==> src/rtl/scl_pulse_driver.sv <==
// Pad output driver enforcing a programmable minimum high/low time per level.
// Optional SCL_PULSE_DRIVER_STAT_EN adds a saturating 16-bit edge_count output.
//
// state | meaning
// DIS   | driver disabled, pad high-Z, no requests accepted
// IDLE  | driving pad_out, ready for any level request
// HOLD  | new level held until cnt reaches 0
module scl_pulse_driver #(
  parameter int   HOLD_W      = 8,
  parameter logic RESET_LEVEL = 1'b0
) (
  input  logic              clk,
  input  logic              resetn,
  input  logic              drv_en,
  input  logic [HOLD_W-1:0] cfg_hold,
  input  logic              in_valid,
  input  logic              in_level,
  output logic              in_ready,
  output logic              pad_out,
  output logic              pad_oeb,
  output logic              busy
`ifdef SCL_PULSE_DRIVER_STAT_EN
  ,
  output logic [15:0]       edge_count
`endif
);

  localparam logic [1:0] ST_DIS  = 2'd0;
  localparam logic [1:0] ST_IDLE = 2'd1;
  localparam logic [1:0] ST_HOLD = 2'd2;

  localparam logic [HOLD_W-1:0] HOLD_ONE = {{(HOLD_W-1){1'b0}}, 1'b1};

  logic [1:0]        state;
  logic [HOLD_W-1:0] cnt;
  logic [HOLD_W-1:0] hold_eff;
  logic [HOLD_W-1:0] hold_load;
  logic              ready_int;
  logic              accept;
  logic              change;

  assign hold_eff  = (cfg_hold == '0) ? HOLD_ONE : cfg_hold;
  assign hold_load = hold_eff - HOLD_ONE;

  // Ready comes from registered state only; drv_en gates it so a request
  // presented in a disabling cycle is never seen as accepted upstream.
  assign ready_int = (state == ST_IDLE) || ((state == ST_HOLD) && (cnt == '0));
  assign in_ready  = drv_en && ready_int;
  assign accept    = in_valid && in_ready;
  assign change    = accept && (in_level != pad_out);
  assign busy      = (state == ST_HOLD);

  always_ff @(posedge clk or negedge resetn) begin
    if (!resetn) begin
      state   <= ST_DIS;
      cnt     <= '0;
      pad_out <= RESET_LEVEL;
      pad_oeb <= 1'b1;
    end else if (!drv_en) begin
      state   <= ST_DIS;
      cnt     <= '0;
      pad_oeb <= 1'b1;
    end else begin
      case (state)
        ST_DIS: begin
          state   <= ST_IDLE;
          pad_oeb <= 1'b0;
        end
        ST_IDLE, ST_HOLD: begin
          if (change) begin
            pad_out <= in_level;
            cnt     <= hold_load;
            state   <= ST_HOLD;
          end else if ((state == ST_HOLD) && (cnt != '0)) begin
            cnt <= cnt - HOLD_ONE;
          end else begin
            // same-level accepts are consumed here without starting a hold
            state <= ST_IDLE;
          end
        end
        default: begin
          state   <= ST_DIS;
          cnt     <= '0;
          pad_oeb <= 1'b1;
        end
      endcase
    end
  end

`ifdef SCL_PULSE_DRIVER_STAT_EN
  always_ff @(posedge clk or negedge resetn) begin
    if (!resetn) begin
      edge_count <= '0;
    end else if (change && (edge_count != 16'hFFFF)) begin
      edge_count <= edge_count + 16'd1;
    end
  end
`endif

endmodule
==> config.mk <==
export PLATFORM = sky130hd
export DESIGN_NAME = scl_pulse_driver
export DESIGN_NICKNAME = d
export VERILOG_FILES = /design/src/rtl/scl_pulse_driver.sv
export SDC_FILE = /design/constraint.sdc
export NUM_CORES = 1
export LEC_CHECK = 0
export ABC_CLOCK_PERIOD_IN_PS = 2700
export CAP_MARGIN = 20
export CORE_ASPECT_RATIO = 1.25
export CORE_MARGIN = 1
export CORE_UTILIZATION = 48
export CTS_BUF_LIST = sky130_fd_sc_hd__clkbuf_4 sky130_fd_sc_hd__clkbuf_8 sky130_fd_sc_hd__clkbuf_16
export CTS_CLUSTER_DIAMETER = 50
export CTS_CLUSTER_SIZE = 16
export DETAILED_ROUTE_END_ITERATION = 6
export PLACE_DENSITY = 0.83
export SKIP_LAST_GASP = 1
export SYNTH_ARGS = -nofsm -noshare
export SYNTH_HDL_FRONTEND = slang
export SYNTH_SLANG_ARGS = --single-unit
==> constraint.sdc <==
create_clock -name clk -period 2.7 [get_ports clk]
set_input_delay 0.405 -clock clk [delete_from_list [all_inputs] [get_ports clk]]
set_output_delay 0.405 -clock clk [all_outputs]
set_load 0.05 [all_outputs]
-- Yosys cells after proc, flatten, opt, wreduce, memory -nomap -nowiden
Index checks and enable logic that the tools add are counted.
- register bits after elaboration: 12
- output and inout bits: 4
- bits of input ports: 13
- word-level logic and storage cells: 37
- multiplexer cells: 11
- reduce and logical (&&, ||, !) cells: 13
- equality and inequality tests: 7
- add/subtract/negate cells: 2
- operator list (operator ; number):
    $mux 8 ; 4
    $logic_not 8->1 ; 2
    $pmux 8 s2 ; 1
    $sub 8x1->8 const B ; 2
    $ne 4x4->1 const B ; 2
    $reduce_bool 8->1 ; 1
    $mux 2 ; 3
    $logic_and 1x1->1 ; 5
    $ne 2x2->1 const B ; 2
    $pmux 2 s2 ; 1
    $reduce_and 3->1 ; 1
    $eq 2x1->1 const B ; 1
    $eq 2x2->1 const B ; 1
    $logic_not 2->1 ; 1
    $pmux 1 s2 ; 1
    $reduce_and 2->1 ; 1
    $reduce_or 2->1 ; 1
    $logic_or 1x1->1 ; 1
    $mux 1 ; 1
    $ne 1x1->1 ; 1

-- Depth between registers and ports, before layout
Gate-level depths: netlist of the first run.
- depth in word-level cells: 9
- depth in mapped cells: 12
- mapped depth without buffers: 12

-- Worst setup path after synthesis of the first run
No wires, ideal clock.
- path kind: reg-to-reg
- start point: register state[0]
- end point: register cnt[6]
- required time: 2631 ps
- setup time: 69 ps
- stages on the path, launching flop included: 13
- clock period less this slack: 2962 ps
- arrival: 2893 ps
- slack: -262 ps
- buffers on the path: 0
- cell sequence: dfrtp_1 -> inv_1 -> ha_1 -> a31oi_4 -> or2_4 -> or3_1 -> o21ai_2 -> ha_1 -> nand2b_1 -> nor4_1 -> nor3b_1 -> o31ai_1 -> nand3_1
- word-level cells in the longest chain between the ends: 9
- elaborated cells between the ends (all ways): 16
- those cells by class: 4 x eq/ne; 3 x mux; 9 x reduce/logical
- ends and longest elaborated chain (what ; line ; RTL):
    start, declared ; 34 ; logic [1:0] state;
    start signal, assigned ; 55 ; state <= ST_DIS;
    start signal, assigned ; 60 ; state <= ST_DIS;
    start signal, assigned ; 66 ; state <= ST_IDLE;
    $eq 2x2->1 (*) ; - ;
    net busy ; 21 ; output logic busy
    $logic_and 1x1->1 ; 47 ; assign ready_int = (state == ST_IDLE) || ((state == ST_HOLD) && (cnt == '0));
    $logic_or 1x1->1 ; 47 ;
    $logic_and 1x1->1 ; 48 ; assign in_ready = drv_en && ready_int;
    $logic_and 1x1->1 ; 49 ; assign accept = in_valid && in_ready;
    $logic_and 1x1->1 ; 50 ; assign change = accept && (in_level != pad_out);
    $mux 8 ; 70 ; if (change) begin
    $pmux 8 s2 ; 64 ; case (state)
    $mux 8 ; 59 ; end else if (!drv_en) begin
    end signal, assigned ; 72 ; cnt <= hold_load;
    end signal, assigned ; 75 ; cnt <= cnt - HOLD_ONE;
    end, declared ; 35 ; logic [HOLD_W-1:0] cnt;
The timed path passes the listed nets; every way through them passes the cells marked *.
A chain may end at the register's enable or synchronous reset.

-- Worst setup path in the final report of the first run
- start point: register cnt[1]
- end point: register cnt[6]
- word-level cells in the longest chain between the ends: 9
- elaborated cells between the ends (all ways): 15
- those cells by class: 1 x add/sub; 1 x eq/ne; 4 x mux; 9 x reduce/logical
- ends and longest elaborated chain (what):
    parallel branches: the longest is 9 deep, another holds $sub 8x1->8
Parallel ways; which one is timed is not known. The select of a mux whose other input is x is not followed.

==> results of run 1 <==
[synth_stat cells (2+ instances only)]
| master | instances |
|---|---|
| a211oi_1 | 2 |
| a21oi_1 | 4 |
| a22o_1 | 2 |
| and2_1 | 2 |
| and3_1 | 2 |
| buf_2 | 2 |
| dfrtp_1 | 11 |
| ha_1 | 5 |
| inv_1 | 5 |
| mux2_2 | 2 |
| mux2i_1 | 4 |
| nand2_1 | 11 |
| nand2b_1 | 3 |
| nand3_1 | 10 |
| nor2_1 | 7 |
| nor2b_1 | 2 |
| nor3_1 | 10 |
| nor4_1 | 5 |
| nor4_4 | 2 |
| o211ai_1 | 4 |
| o21ai_0 | 6 |
| o31ai_1 | 4 |
[sequential cells by signal, indices dropped and copies added (netlist names)]
register	count
pad_out	1
pad_oeb	1
state	2
cnt	8
[layout by cell type (no fill, tap or decap), types with 3 or more instances in the layout]
cell type	instances
nand2_1	11
o211ai_1	4
buf_4	27
clkdlybuf4s50_1	15
nor4_1	4
ha_1	3
a21oi_1	4
clkbuf_4	3
nand3_1	10
mux2i_1	3
nor3_1	9
inv_1	5
nor2_1	7
nor4_4	3
dfrtp_1	10
o31ai_1	3
o21ai_0	6
[logic make-up after synthesis]
| family | Yosys count | share of synthesized area [%] |
|---|---|---|
| AOI/OAI and AO/OA | 32 | 22.7 |
| xor gates and xnor gates | 1 | 0.812 |
| buffers and inverters | 8 | 3.36 |
| and+or+nand+nor | 62 | 33.5 |
| DFF | 12 | 28.0 |
| muxes | 6 | 5.80 |
| adders and majority gates | 5 | 5.80 |
[per-layer routing]
metal | up-vias | share of wire [%] | GRT usage [%]
met2 | 103 | 48 | 54.2
met3 | 35 | 10 | 7.79
met1 | 587 | 36 | 36.3
met4 | 0 | 6.1 | 19.7
met5 | - | 0 | 0
li1 | 561 | - | -
[cell type report]
class / count / area (um^2) / share of cell area, %
tap: 30 / 37.5 / 2.39
sequential: 12 / 303 / 19.3
inverter: 5 / 18.8 / 1.20
timing repair buffer: 42 / 353 / 22.5
clock buffer: 4 / 36.3 / 2.31
multi-input combinational: 106 / 822 / 52.4
[worst max-delay path, cell delays in order (launching register included)]
cell      delay (ps)
dfrtp_1          420
nor4_4           410
a31oi_4          150
or2_4            260
or3_1            360
o21ai_2          110
ha_4             190
nand2b_4          70
nor4_4           290
nor2_1            90
o211ai_1         230
nand3_1          110
[path summary, 6_finish.rpt]
path,cells past startpoint,to,start,slack (ps)
worst max-delay path,11,cnt[6]$_DFFE_PN0P_,cnt[1]$_DFFE_PN0P_,-100
worst min-delay path,1,cnt[0]$_DFFE_PN0P_,resetn,490
worst max register to register,11,cnt[6]$_DFFE_PN0P_,cnt[1]$_DFFE_PN0P_,-100
worst min register to register,2,pad_oeb$_DFFE_PN1P_,pad_oeb$_DFFE_PN1P_,530
max in group asynchronous,1,pad_out$_DFFE_PN0P_,resetn,1780
min in group clk,2,pad_oeb$_DFFE_PN1P_,pad_oeb$_DFFE_PN1P_,530
[timing repair]
item | in CTS | in global routing
resized for setup | 1 | 10
pin swaps | 1 | 7
buffers inserted | 1 | 3
endpoints found under the setup margin | 1 | 3
[report_power, final]
| part | leakage (uW) | internal [uW] | switching (uW) |
|---|---|---|---|
| combinational | 0.000474 | 252 | 275 |
| clock | 0.0000210 | 82.2 | 77.3 |
| sequential | 0.000156 | 213 | 45.4 |
[stage by stage]
| step | TNS (ps) | instances | worst slack, ps | cell area, um^2 | power (uW) |
|---|---|---|---|---|---|
| 5_1_grt | -350 | 199 | -173 | 1570 | 982 |
| 6_report | -195 | 199 | -101 | 1570 | 945 |
| 4_1_cts | 0 | 196 | 45.5 | 1490 | 858 |
| 3_3_place_gp | -261 | 191 | -132 | 1440 | 665 |
| 2_1_floorplan | 0 | 126 | 52.2 | 1090 | 525 |
| 3_5_place_dp | -466 | 191 | -260 | 1440 | 684 |
==> flow_summary_export.csv, run 1 <==
group,metric,value,unit
run_status,status,"complete, but fails checks",
run_status,violations,"setup timing",
grt,grt_overflow,0,
worst_setup_path,crit_path_end_kind,"flip-flop",
logic_synthesis,async_flop_share,100,%
floorplan,fp-row-count,18,
final_layout,utilization,76.6,%
logic_synthesis,yosys_register_bits,12,
grt,grt_max_degree,15,
logic_synthesis,netlist_area,1080,um^2
floorplan,die_h,55.0,um
sta,rsz0062_at_grt,"true",
grt,track_usage,32.0,%
sta,fin_crit,2800,ps
power,p_leak,0.000652,uW
worst_setup_path,crit_type,"flip-flop to flip-flop",
logic_synthesis,yosysSeqAreaShare,28.0,%
floorplan,die_area,2440,um^2
clocking,hold_buffers,0,
logic_synthesis,synth_warnings,0,
clocking,cts_tree,"built",
sta,finalCritPeriodShare,104,%
sta,finalClockSkew,2.51,ps
clocking,cts_made_buffers,3,
floorplan,coreArea,2050,um^2
clocking,clock_latency,290,ps
drt,drc,0,
logic_synthesis,synth_nets,144,
worst_setup_path,crit_required,2870,ps
clocking,clockBufferDepth,2,
drt,viasPerCell,6.46,
final_layout,layout-drive-gt1-share,32.0,%
sta,whs,487,ps
drt,wire_per_inst,18.7,um
final_layout,num-fill-cells,134,
sta,layout_setup_ws,-101,ps
sta,tightestPinTransition,607,ps
logic_synthesis,netlist-cell-type-count,43,
worst_setup_path,cp_max_fo,3,
drt,dr.pass1.iters,5,
final_layout,fin_nets,188,
sta,max_slew_margin,59.4,%
drt,drt_iter0_markers,94,
power,ir_worst_vdd,0.000467,V
logic_synthesis,syn_avg_cell_area,8.56,um^2
logic_synthesis,synth_top_area_share,25.5,%
clocking,clk_pin_slew,90,ps
floorplan,ios,17,
sta,finalMaxSlewViolations,0,
sta,setup_viol,2,
drt,vias,1286,
logic_synthesis,yosys.area.top_type,"dfrtp_1",
drt,drt-total-wl,3720,um
logic_synthesis,netlist_instances,126,
placement,place_hpwl,2450,um
grt,grt_pass1_vias,1287,
clocking,cts-root-buf,"clkbuf_4",
grt,antenna_found_initial,0,
logic_synthesis,synth_area_leaders,"dfrtp_1 (26%), ha_1 (5.8%), nand3_1 (4.6%), nor3_1 (4.6%), nor4_4 (3.9%)",
final_layout,area_growth,45.6,%
clocking,htree_levels,1,
sta,hold_viol,0,
worst_setup_path,cp.arrival,2970,ps
run,drv_cap,0,
final_layout,insertedDiodeCount,0,
floorplan,dieWidth,44.4,um
floorplan,start_util,52.6,%
logic_synthesis,ys.flop_type,"dfrtp_1",
logic_synthesis,synth_edf_count,0,
hold_path,hp-class,"input port to async pin",
drt,drtAntennaViolNets,0,
power,power_density,602,nW/um^2
clocking,cts_sinks,12,
worst_setup_path,start_kind,"flip-flop",
sta,fmax,357,MHz
grt,grt_first_pass_wirelength,5620,um
placement,portBuffers,16,
placement,gp_congestion,0.904,
(Power assumes the default switching activity.)
==> inputs of run 2 (changes only) <==
--- a/config.mk
+++ b/config.mk
@@ -5,7 +5,7 @@
 export SDC_FILE = /design/constraint.sdc
 export NUM_CORES = 1
 export LEC_CHECK = 0
-export ABC_CLOCK_PERIOD_IN_PS = 2700
+export ABC_CLOCK_PERIOD_IN_PS = 2500
 export CAP_MARGIN = 20
 export CORE_ASPECT_RATIO = 1.25
 export CORE_MARGIN = 1
==> constraint.sdc (replaced) <==
create_clock -name clk -period 2.5 [get_ports clk]
set_input_delay 0.375 -clock clk [delete_from_list [all_inputs] [get_ports clk]]
set_output_delay 0.375 -clock clk [all_outputs]
set_load 0.05 [all_outputs]
==> run 2 against run 1 <==
Compared with the run above:
- the run still ends with setup timing left
- flip-flop and latch count did not move
- clock-buffer cell count did not move
- sequential power is 5% higher
- largest cell class unchanged
- cell area grew 5.7%
- clock skew barely moved
- worst hold slack got worse by 28 ps
- non-clock buffer count is 10 higher
==> flow_summary_export.csv, run 2 (synthesis gave the netlist of run 1 again) <==
group,metric,value,unit
run_status,status,"complete, but fails checks",
run_status,violations,"setup timing",
drt,drt-total-wl,3810,um
clocking,clockBufferDepth,2,
power,p_sw,416,uW
final_layout,largest_registers,"cnt: 8 flops, state: 2 flops",
clocking,clk_pin_slew,80,ps
sta,max_slew_margin,60.1,%
worst_setup_path,crit_path_end_kind,"flip-flop",
clocking,clock_latency,290,ps
drt,dr.pass1.iters,5,
sta,rsz0062_at_grt,"true",
grt,track_usage,31.7,%
sta,fin_crit,2630,ps
worst_setup_path,reg2reg_to,"cnt[6]$_DFFE_PN0P_",
worst_setup_path,critPathLaunch,"cnt[3]$_DFFE_PN0P_",
worst_setup_path,crit_type,"flip-flop to flip-flop",
power,comb_power_share,57.7,%
floorplan,die_h,55.0,um
final_layout,area_growth,53.9,%
floorplan,dieWidth,44.4,um
sta,finalMaxSlewViolations,0,
worst_setup_path,r2r_slack,-130,ps
power,seqPwrFrac,26.4,%
worst_setup_path,reg2reg_from,"cnt[3]$_DFFE_PN0P_",
drt,wire_per_inst,18.2,um
grt,antenna_found_initial,0,
floorplan,start_util,52.6,%
final_layout,registers.top_by_ff_count,"cnt",
final_layout,insertedDiodeCount,0,
drt,drtAntennaViolNets,0,
power,ir_worst_vdd,0.000534,V
final_layout,largest_register_ff_count,8,
worst_setup_path,cp.arrival,2850,ps
grt,grt_max_degree,15,
grt,grt_overflow,0,
sta,finalCritPeriodShare,105,%
worst_setup_path,cp_max_fo,5,
drt,drt_iter0_markers,99,
placement,dp_slack,-359,ps
sta,fmax,381,MHz
grt,grt_first_pass_wirelength,5560,um
run,drv_cap,0,
power,p_int,609,uW
final_layout,fin_nets,198,
clocking,cts_made_buffers,3,
floorplan,die_area,2440,um^2
worst_setup_path,start_kind,"flip-flop",
sta,setup_viol,3,
hold_path,hp-class,"input port to async pin",
sta,finalClockSkew,2.41,ps
final_layout,layout-drive-gt1-share,38.0,%
floorplan,ios,17,
final_layout,layout_commonest_cell,"buf_4",
drt,viasPerCell,6.21,
sta,tightestPinTransition,597,ps
floorplan,fp-row-count,18,
power,p_leak,0.000711,uW
grt,grt_pass1_vias,1261,
clocking,htree_levels,1,
final_layout,mostFrequentLayoutCells,"buf_4 (36), clkdlybuf4s50_1 (15), nand2_1 (11)",
placement,gp_congestion,1.03,
floorplan,coreArea,2050,um^2
sta,hold_viol,0,
power,power_density,617,nW/um^2
sta,layout_setup_ws,-126,ps
drt,drc,0,
worst_setup_path,crit_required,2730,ps
placement,portBuffers,16,
clocking,cts_tree,"built",
drt,vias,1297,
power,power,1020,uW
clocking,cts-root-buf,"clkbuf_4",
placement,place_hpwl,2660,um
clocking,cts_sinks,12,
clocking,hold_buffers,0,
power,p_sw_share,40.6,%
power,clock_power_share,15.9,%
worst_setup_path,reg2regPathDepth,11,
-- run 2: cell types whose count changed in the layout (fill, tap and decap cells not counted), sizes merged --
cell  delta
buf     +10
-- run 2: area by class of cell --
class | instances | area (um^2)
multi-input combinational | 106 | 832
sequential | 12 | 304
clock buffer | 4 | 36.3
tap | 30 | 37.5
timing repair buffer | 52 | 432
fill | 126 | 389
inverter | 5 | 18.8
-- run 2: worst max-delay path by stage --
stage / end / slack [ps] / depth (start not counted)
final: cnt[6]$_DFFE_PN0P_ / -130 / 11
after floorplan: cnt[6]$_DFFE_PN0P_ / -20 / 10
after CTS: cnt[6]$_DFFE_PN0P_ / -110 / 10
after global routing: cnt[6]$_DFFE_PN0P_ / -220 / 11
after global placement: cnt[6]$_DFFE_PN0P_ / -250 / 11
after detailed placement: cnt[6]$_DFFE_PN0P_ / -360 / 11
-- run 2: critical path, stage by stage (launching register included) --
cell and delay (ps):
dfrtp_1 410, nor4_4 400, a31oi_4 140, or2_4 250
or3_4 380, o21ai_4 80, ha_4 190, nand2b_1 90
nor4_2 190, nor3b_2 220, o31ai_1 100, nand3_1 110
-- run 2: metal layers --
layer	GRT usage, %	routed length [um]
met1	35.3	1440
met2	56.6	2000
met3	3.90	242
met4	20.7	129
met5	0	0
-- run 2: timing repair --
item,4_1_cts,5_1_grt
pin swaps,1,4
gates resized for setup,0,10
buffers inserted,0,6
endpoints found under the setup margin,2,3
-- run 2: through the flow --
stage               utilization (%)  TNS, ps  cells  instance area, um^2  hold WS, ps
finish                         81.0     -283    209                 1660          458
global route                   81.0     -507    209                 1660          508
CTS                            76.1     -107    203                 1560          492
detailed placement             74.4     -870    199                 1520          511
global placement               74.4     -632    199                 1520          505
floorplan                         -    -20.8    126                 1120         79.4
-- run 2: power by group through the flow --
stage | registers, uW | clock network, uW | logic (uW)
5_1_grt | 274 | 173 | 629
4_1_cts | 267 | 163 | 531
6_report | 270 | 163 | 591
3_5_place_dp | 271 | 0 | 528
3_3_place_gp | 268 | 0 | 512
2_1_floorplan | 310 | 0 | 278
